## src/rtl/in_fifo_pkg.sv

```systemverilog
// rtl/in_fifo_pkg.sv - shared types and helpers for the USB full-speed IN FIFO
package in_fifo_pkg;

  // SIE-side packet states
  typedef enum logic [1:0] {
    ST_IN_IDLE     = 2'd0,
    ST_IN_DATA     = 2'd1,
    ST_IN_WAIT_ACK = 2'd2
  } in_state_e;

  // Bits needed to index 'value' entries; never less than one bit
  function automatic int ceil_log2(input int value);
    int v;
    int r;
    v = value - 1;
    r = 0;
    while (v > 0) begin
      r = r + 1;
      v = v >> 1;
    end
    return (r < 1) ? 1 : r;
  endfunction

endpackage

```

## src/rtl/in_fifo.sv

```systemverilog
// rtl/in_fifo.sv - USB full-speed IN FIFO with retransmit until host ACK
module in_fifo
  import in_fifo_pkg::*;
#(
  parameter int IN_MAXPACKETSIZE = 8,
  parameter int BIT_SAMPLES      = 4
) (
  input  logic       clk_i,
  input  logic       rstn_i,
  input  logic [7:0] app_in_data_i,
  input  logic       app_in_valid_i,
  output logic       app_in_ready_o,
  output logic       in_empty_o,
  output logic       in_full_o,
  input  logic       in_req_i,
  output logic [7:0] in_data_o,
  output logic       in_valid_o,
  output logic       in_nak_o,
  input  logic       in_ready_i,
  input  logic       in_data_ack_i
);

  // One spare slot distinguishes full from empty
  localparam int IN_LENGTH = IN_MAXPACKETSIZE + 1;
  localparam int PTR_W     = ceil_log2(IN_LENGTH);
  localparam int CNT_W     = ceil_log2(IN_MAXPACKETSIZE + 1);
  localparam int DLY_W     = ceil_log2(BIT_SAMPLES);

  localparam logic [PTR_W-1:0] PTR_LAST = PTR_W'(IN_LENGTH - 1);
  localparam logic [CNT_W-1:0] CNT_MAX  = CNT_W'(IN_MAXPACKETSIZE);
  localparam logic [DLY_W-1:0] DLY_MAX  = DLY_W'(BIT_SAMPLES - 1);

  // Circular pointer increment
  function automatic logic [PTR_W-1:0] ptr_next(input logic [PTR_W-1:0] p);
    return (p == PTR_LAST) ? '0 : p + PTR_W'(1);
  endfunction

  logic [7:0]       mem_q [IN_LENGTH];
  logic [PTR_W-1:0] in_last_q;     // next write slot
  logic [PTR_W-1:0] in_first_q;    // oldest byte not yet ACKed
  logic [PTR_W-1:0] in_first_qq_q; // next byte to send in current packet
  logic [PTR_W-1:0] in_end_q;      // write pointer captured at IN token
  logic [PTR_W-1:0] in_last_d;
  logic [CNT_W-1:0] cnt_q;
  logic [DLY_W-1:0] dly_q;
  in_state_e        state_q;
  logic             nak_q;
  logic             full;
  logic             app_accept;
  logic             in_valid;

  assign in_last_d      = ptr_next(in_last_q);
  // Full is judged against the committed pointer so unACKed bytes survive
  assign full           = (in_last_d == in_first_q);
  assign in_full_o      = full;
  assign in_empty_o     = (in_last_q == in_first_q);
  assign app_in_ready_o = (dly_q == DLY_MAX) && !full;
  assign app_accept     = app_in_valid_i && app_in_ready_o;

  assign in_valid   = (state_q == ST_IN_DATA) && (in_first_qq_q != in_end_q) && (cnt_q < CNT_MAX);
  assign in_valid_o = in_valid;
  assign in_data_o  = mem_q[in_first_qq_q];
  assign in_nak_o   = nak_q;

  // Application writes, paced to at most one byte per bit time
  always_ff @(posedge clk_i or negedge rstn_i) begin
    if (!rstn_i) begin
      for (int i = 0; i < IN_LENGTH; i++) begin
        mem_q[i] <= 8'd0;
      end
      in_last_q <= '0;
      dly_q     <= '0;
    end else if (app_accept) begin
      mem_q[in_last_q] <= app_in_data_i;
      in_last_q        <= in_last_d;
      dly_q            <= '0;
    end else if (dly_q != DLY_MAX) begin
      dly_q <= dly_q + DLY_W'(1);
    end
  end

  // SIE packet sequencing: IN token rewinds, ready steps, ACK commits
  always_ff @(posedge clk_i or negedge rstn_i) begin
    if (!rstn_i) begin
      state_q       <= ST_IN_IDLE;
      in_first_q    <= '0;
      in_first_qq_q <= '0;
      in_end_q      <= '0;
      cnt_q         <= '0;
      nak_q         <= 1'b0;
    end else if (in_req_i) begin
      in_first_qq_q <= in_first_q;
      in_end_q      <= in_last_q;
      cnt_q         <= '0;
      if (in_last_q == in_first_q) begin
        nak_q   <= 1'b1;
        state_q <= ST_IN_IDLE;
      end else begin
        nak_q   <= 1'b0;
        state_q <= ST_IN_DATA;
      end
    end else begin
      case (state_q)
        ST_IN_DATA: begin
          if (in_ready_i) begin
            if (in_valid) begin
              in_first_qq_q <= ptr_next(in_first_qq_q);
              cnt_q         <= cnt_q + CNT_W'(1);
            end else begin
              state_q <= ST_IN_WAIT_ACK;
            end
          end
        end
        ST_IN_WAIT_ACK: begin
          if (in_data_ack_i) begin
            in_first_q <= in_first_qq_q;
            state_q    <= ST_IN_IDLE;
          end
        end
        default: begin
          state_q <= ST_IN_IDLE;
        end
      endcase
    end
  end

endmodule

```

## config.mk

```make
export PLATFORM = sky130hd
export DESIGN_NAME = in_fifo
export DESIGN_NICKNAME = d
export VERILOG_FILES = /design/src/rtl/in_fifo_pkg.sv /design/src/rtl/in_fifo.sv
export SDC_FILE = /design/constraint.sdc
export NUM_CORES = 1
export LEC_CHECK = 0
export ABC_AREA = 1
export CORE_ASPECT_RATIO = 0.9
export CORE_UTILIZATION = 35
export CTS_BUF_LIST = sky130_fd_sc_hd__clkbuf_4
export CTS_CLUSTER_SIZE = 30
export DETAILED_ROUTE_END_ITERATION = 10
export PLACE_DENSITY = 0.55
export SYNTH_ARGS = -nofsm -noshare
export SYNTH_HDL_FRONTEND = slang
export SYNTH_SLANG_ARGS = --single-unit
```

## constraint.sdc

```tcl
create_clock -name clk_i -period 4.2 [get_ports clk_i]
set_clock_uncertainty 0.1 [all_clocks]
set_input_delay 1.26 -clock clk_i [delete_from_list [all_inputs] [get_ports clk_i]]
set_output_delay 1.26 -clock clk_i [all_outputs]
set_load 0.01 [all_outputs]
```

==> results of run 1 <==
-- registers in the layout, indices dropped and copies added (netlist names) --
| name | flops |
|---|---|
| mem_q | 72 |
| cnt_q | 4 |
| in_end_q | 4 |
| in_first_q | 4 |
| in_first_qq_q | 4 |
| in_last_q | 4 |
| dly_q | 2 |
| state_q | 2 |
| in_nak_o | 1 |
-- per-stage QoR --
step | power [mW] | hold WS, ns
after floorplan | 2.85 | 0.344
after global placement | 3.55 | 0.357
after detailed placement | 3.57 | 0.361
after CTS | 4.12 | 0.400
after global routing | 4.43 | 0.421
final | 4.12 | 0.400
-- timing repair --
action | 4_1_cts | 5_1_grt
setup endpoints to repair | 6 | 1
gates resized for setup | 1 | 2
pin swaps | 0 | 0
endpoints found under the hold margin | 0 | 0
-- metal layers --
metal | track usage [%] | routed length, µm | vias up
met3 | 3.64 | 1130 | 29
met2 | 32.5 | 6820 | 188
met5 | 0 | 0 | -
li1 | - | - | 2189
met1 | 31.1 | 7080 | 2282
met4 | 10.1 | 401 | 0
-- logic make-up (layout without fill, tap and decap cells) --
kind of cell	Yosys count	after routing	share of synthesized area (%)
xor gates and xnor gates	12	12	2.05
adders and majority gates	8	8	1.95
and+or+nand+nor	362	362	32.6
AOI/OAI and AO/OA	81	81	9.22
buffers and inverters	78	90	6.85
other	0	1	0
DFF	97	97	47.3
-- worst reg2reg max path: stages (launching register included) --
cell     delay [ns]
dfrtp_2        0.50
inv_1          0.17
ha_1           0.24
nand3_2        0.18
nand3_1        0.13
nand2_1        0.07
nand2_1        0.06
nand2_1        0.09
a21oi_4        0.16
buf_4          0.61
nand4_1        0.24
nand2_1        0.12
-- where the power goes --
part           internal, mW  switching [mW]
Combinational         0.771            1.32
Clock                 0.188           0.347
Sequential             1.25           0.248
Total                  2.21            1.92
-- cell usage after synthesis --
cell type,n
buf_1,4
o21ai_0,56
buf_6,6
nand4_2,9
dfrtp_1,97
xnor2_1,10
o221ai_1,14
buf_4,2
o211ai_1,2
clkbuf_1,28
inv_1,30
a21oi_1,2
ha_1,8
nand3_1,26
nor2_1,52
o21ai_1,1
nand2_1,196
clkinv_1,3
o22ai_1,5
clkinv_2,1
a21oi_2,1
buf_2,4
nand4_1,76
xor2_1,2
nand3_2,1
or2_2,2
-- layout make-up --
class	count	area, µm²
multi-input combinational	463	2360
timing repair buffer	40	358
clock buffer	9	67.6
antenna	1	2.50
sequential	97	2430
inverter	34	130
tap	193	241
fill	1456	8490
clock inverter	7	78.8
-- how the worst max path moves through the flow --
stage	start	slack (ns)	depth (start not counted)	endpoint
after floorplan	in_last_q[0]	1.26	8	in_full_o
after global placement	in_first_qq_q[0]	0.52	7	in_data_o[5]
after detailed placement	in_first_qq_q[0]	0.47	7	in_data_o[3]
after CTS	in_last_q[0]	0.03	10	in_full_o
after global routing	in_last_q[0]	0.06	9	in_full_o
final	in_first_qq_q[3]	0.20	5	in_data_o[7]
==> impl_metrics.ini, run 1 <==
[outcome]
status = completed

[synthesis]
ys_ff_latch = 97
synth_top_area_share_pct = 47.3
yosys_warnings = 0
syn_inst = 638
synthDistinctLibCells = 26
syn_avg_cell_area_um2 = 8.04
synth.net_count = 660
yosys.area.top_type = dfrtp_1
ys_seq_area_share_pct = 47.3
syn_area_um2 = 5130
synth_top_cells_by_area = dfrtp_1 47%, nand2_1 14%, nand4_1 9.3%

[die]
die_y_um = 117
num_rows = 41
die-area_um2 = 15100
coreArea_um2 = 14200
ios = 27
start_util_pct = 36.2
die_w_um = 130

[run]
maxCapViolations = 0

[power_and_ir_drop]
p_leak_nw = 2.77
power_density_nw_per_um2 = 728
peakVddDrop_mv = 0.308

[grt]
grt_pass1_vias = 4377
grt_max_degree = 75
grt_usage_pct = 21.8
grt_antenna_before_repair = 1
grt_pass1_wl_mm = 24.8
overflow = 0

[worst_setup_path]
path_buf_inv = 2
rr_endpoint = mem_q[35]
cp_slowest_cell = clkdlybuf4s50_1
critPathTopFamily = buffers and inverters
end_kind = output pin
crit_arrival_ns = 2.64
crit_chain = inv_1 > nor2_1 > nand3_1 > o21ai_0 > clkdlybuf4s50_1
rrSetupSlack_ns = 1.49
crit_path_start_kind = register
critPathMaxStageDelay_ns = 0.60
worstPathRequired_ns = 2.84
r2r-start = in_last_q[0]
reg2reg_depth = 11
critPathMaxFanout = 11
crit_type = reg2out

[final_layout]
fin_util_pct = 40.0
layout_common_cells = 196 x nand2_1, 96 x dfrtp_1, 76 x nand4_1
drive_above_1_share_pct = 7.38
final_common_cell = nand2_1
nets = 667
instances_no_fill = 844
syn2layout_area_growth_pct = 10.5
fin_area_um2 = 5670

[sta]
setup_viol = 0
hold_viol_final = 0
slew_headroom_pct = 36.2
fin_ws_ns = 0.203
rsz0062_at_grt = no
clock.fmax_mhz = 250
worst_pin_slew_ns = 0.957
period_share_pct = 95.2
final_max_slew_viol_count = 0
post-route-min-period_ns = 4.00
setup_tns_ns = 0

[worst_hold_path]
hold_end = mem_q[48]
hp-start = mem_q[48]
hold_depth = 2
min_path_type = reg2reg

[drt]
wl_per_cell_um = 18.3
post_drt_via_cell_ratio = 5.55
dr_total_vias = 4688
firstDrtPassIters = 5
ant_nets = 0
wirelength_mm = 15.4
drt_iter0_markers = 470
drc = 0

[clocking]
htreeDepth = 3
clock_path_buffers = 2
numCtsBuffers = 9
clock_sinks = 97
postCtsSetupBuffers = 0
clk_pin_slew_ns = 0.16
cts_hold_buf = 0
insertion_delay_ns = 0.48
root_buffer = clkbuf_4
cts_tree = done

[placed_design]
place_congestion = 0.823
pre_cts_ws_ns = 0.473
numPortBuffers = 26
hpwl_mm = 9.99
place_inst = 827
place_area_um2 = 5510
Power figures use the tool's default switching activity.
==> run 2: changes to the inputs <==
Settings changed: HOLD_SLACK_MARGIN set to 0.1.
Clock period 4.2 ns to 4.58 ns, I/O delays scaled along.
==> impl_metrics.ini, run 2 (same netlist as run 1, synthesis figures left out) <==
[outcome]
status = completed

[sta]
fin_ws_ns = 0.312
hold_viol_final = 0
rsz0062_at_grt = no
clock.fmax_mhz = 234
setup_tns_ns = 0
final_max_slew_viol_count = 0
post-route-min-period_ns = 4.27
worst_pin_slew_ns = 0.949
slew_headroom_pct = 36.7
period_share_pct = 93.2
setup_viol = 0

[worst_setup_path]
worstPathRequired_ns = 3.11
crit_path_start_kind = register
end_kind = output pin
reg2reg_depth = 11
critPathMaxFanout = 15
crit_type = reg2out
crit_arrival_ns = 2.79
rrSetupSlack_ns = 1.89

[final_layout]
max_flop_register = mem_q
syn2layout_area_growth_pct = 10.0
final_common_cell = nand2_1
multi_input_area_um2 = 2360
fin_area_um2 = 5640
seq_area_um2 = 2430
layout_common_cells = 196 x nand2_1, 96 x dfrtp_1, 76 x nand4_1
largest_register_ffs = 72
nets = 662
drive_above_1_share_pct = 6.82
fillers = 1435

[clocking]
root_buffer = clkbuf_4
cts-resized-gates = 0
clock_sinks = 97
clk_pin_slew_ns = 0.16
htreeDepth = 3
cts_hold_buf = 0
clock_path_buffers = 2
numCtsBuffers = 9
postCtsSetupBuffers = 0
insertion_delay_ns = 0.49
cts_tree = done

[die]
die_w_um = 130
num_rows = 41
die_y_um = 117
coreArea_um2 = 14200
ios = 27
die-area_um2 = 15100
start_util_pct = 36.2

[placed_design]
place_congestion = 0.901
place_area_um2 = 5480
hpwl_mm = 9.98
numPortBuffers = 26
pre_cts_ws_ns = 0.670

[grt]
grt_pass1_vias = 4292
overflow = 0
grt_antenna_before_repair = 1
grt_pass1_wl_mm = 24.2
grt_usage_pct = 21.5
grt_max_degree = 75

[drt]
firstDrtPassIters = 6
drc = 0
wl_per_cell_um = 18.1
wirelength_mm = 15.2
drt_iter0_markers = 390
dr_total_vias = 4621
post_drt_via_cell_ratio = 5.51
ant_nets = 0

[power_and_ir_drop]
power_density_nw_per_um2 = 667
peakVddDrop_mv = 0.316
p_leak_nw = 2.74

[run]
maxCapViolations = 0

[worst_hold_path]
min_path_type = reg2reg
hold_depth = 2
==> run 2: area by class of cell <==
type / instances / area share, %
antenna: 1 / 0.0444
timing repair buffer: 35 / 5.68
multi-input combinational: 463 / 41.8
inverter: 34 / 2.42
clock buffer: 9 / 1.20
clock inverter: 7 / 1.55
tap: 193 / 4.28
sequential: 97 / 43.0
==> run 2: where the power goes <==
part	total, mW	internal, mW	switching, mW
clock network	0.508	0.175	0.333
registers	1.42	1.15	0.270
logic	1.84	0.688	1.15
total	3.76	2.01	1.75
==> run 2: worst max-delay path: stages, from the launching register on <==
cell	delay [ns]
dfrtp_1	0.65
nor2_1	0.32
nand3_1	0.31
o21ai_0	0.40
clkdlybuf4s50_1	0.61
==> run 2: per-stage QoR <==
step           utilization [%]  hold WS, ns  power [mW]  instances
6_report                  39.8        0.397        3.76        839
5_1_grt                   39.8        0.413        4.05        839
4_1_cts                   39.8        0.401        3.75        838
3_5_place_dp              38.7        0.363        3.24        822
3_3_place_gp              38.7        0.360        3.22        822
2_1_floorplan                -        0.344        2.61        638
==> run 2: routing by layer <==
layer | wire length [µm] | up-vias | part of all wire, % | GRT usage, %
li1 | - | 2182 | - | -
met1 | 7090 | 2228 | 47 | 31.5
met2 | 6740 | 187 | 44 | 32.3
met3 | 1010 | 24 | 6.6 | 2.09
met4 | 362 | 0 | 2.4 | 9.77
met5 | 0 | - | 0 | 0
==> run 2: worst paths after layout <==
kind,from,endpoint
max in group asynchronous,rstn_i,mem_q[28]
min in group asynchronous,rstn_i,dly_q[0]
worst max register to register,in_last_q[0],mem_q[28]
worst max-delay path,in_first_qq_q[2],in_data_o[7]
worst min register to register,mem_q[55],mem_q[55]
worst min-delay path,mem_q[55],mem_q[55]
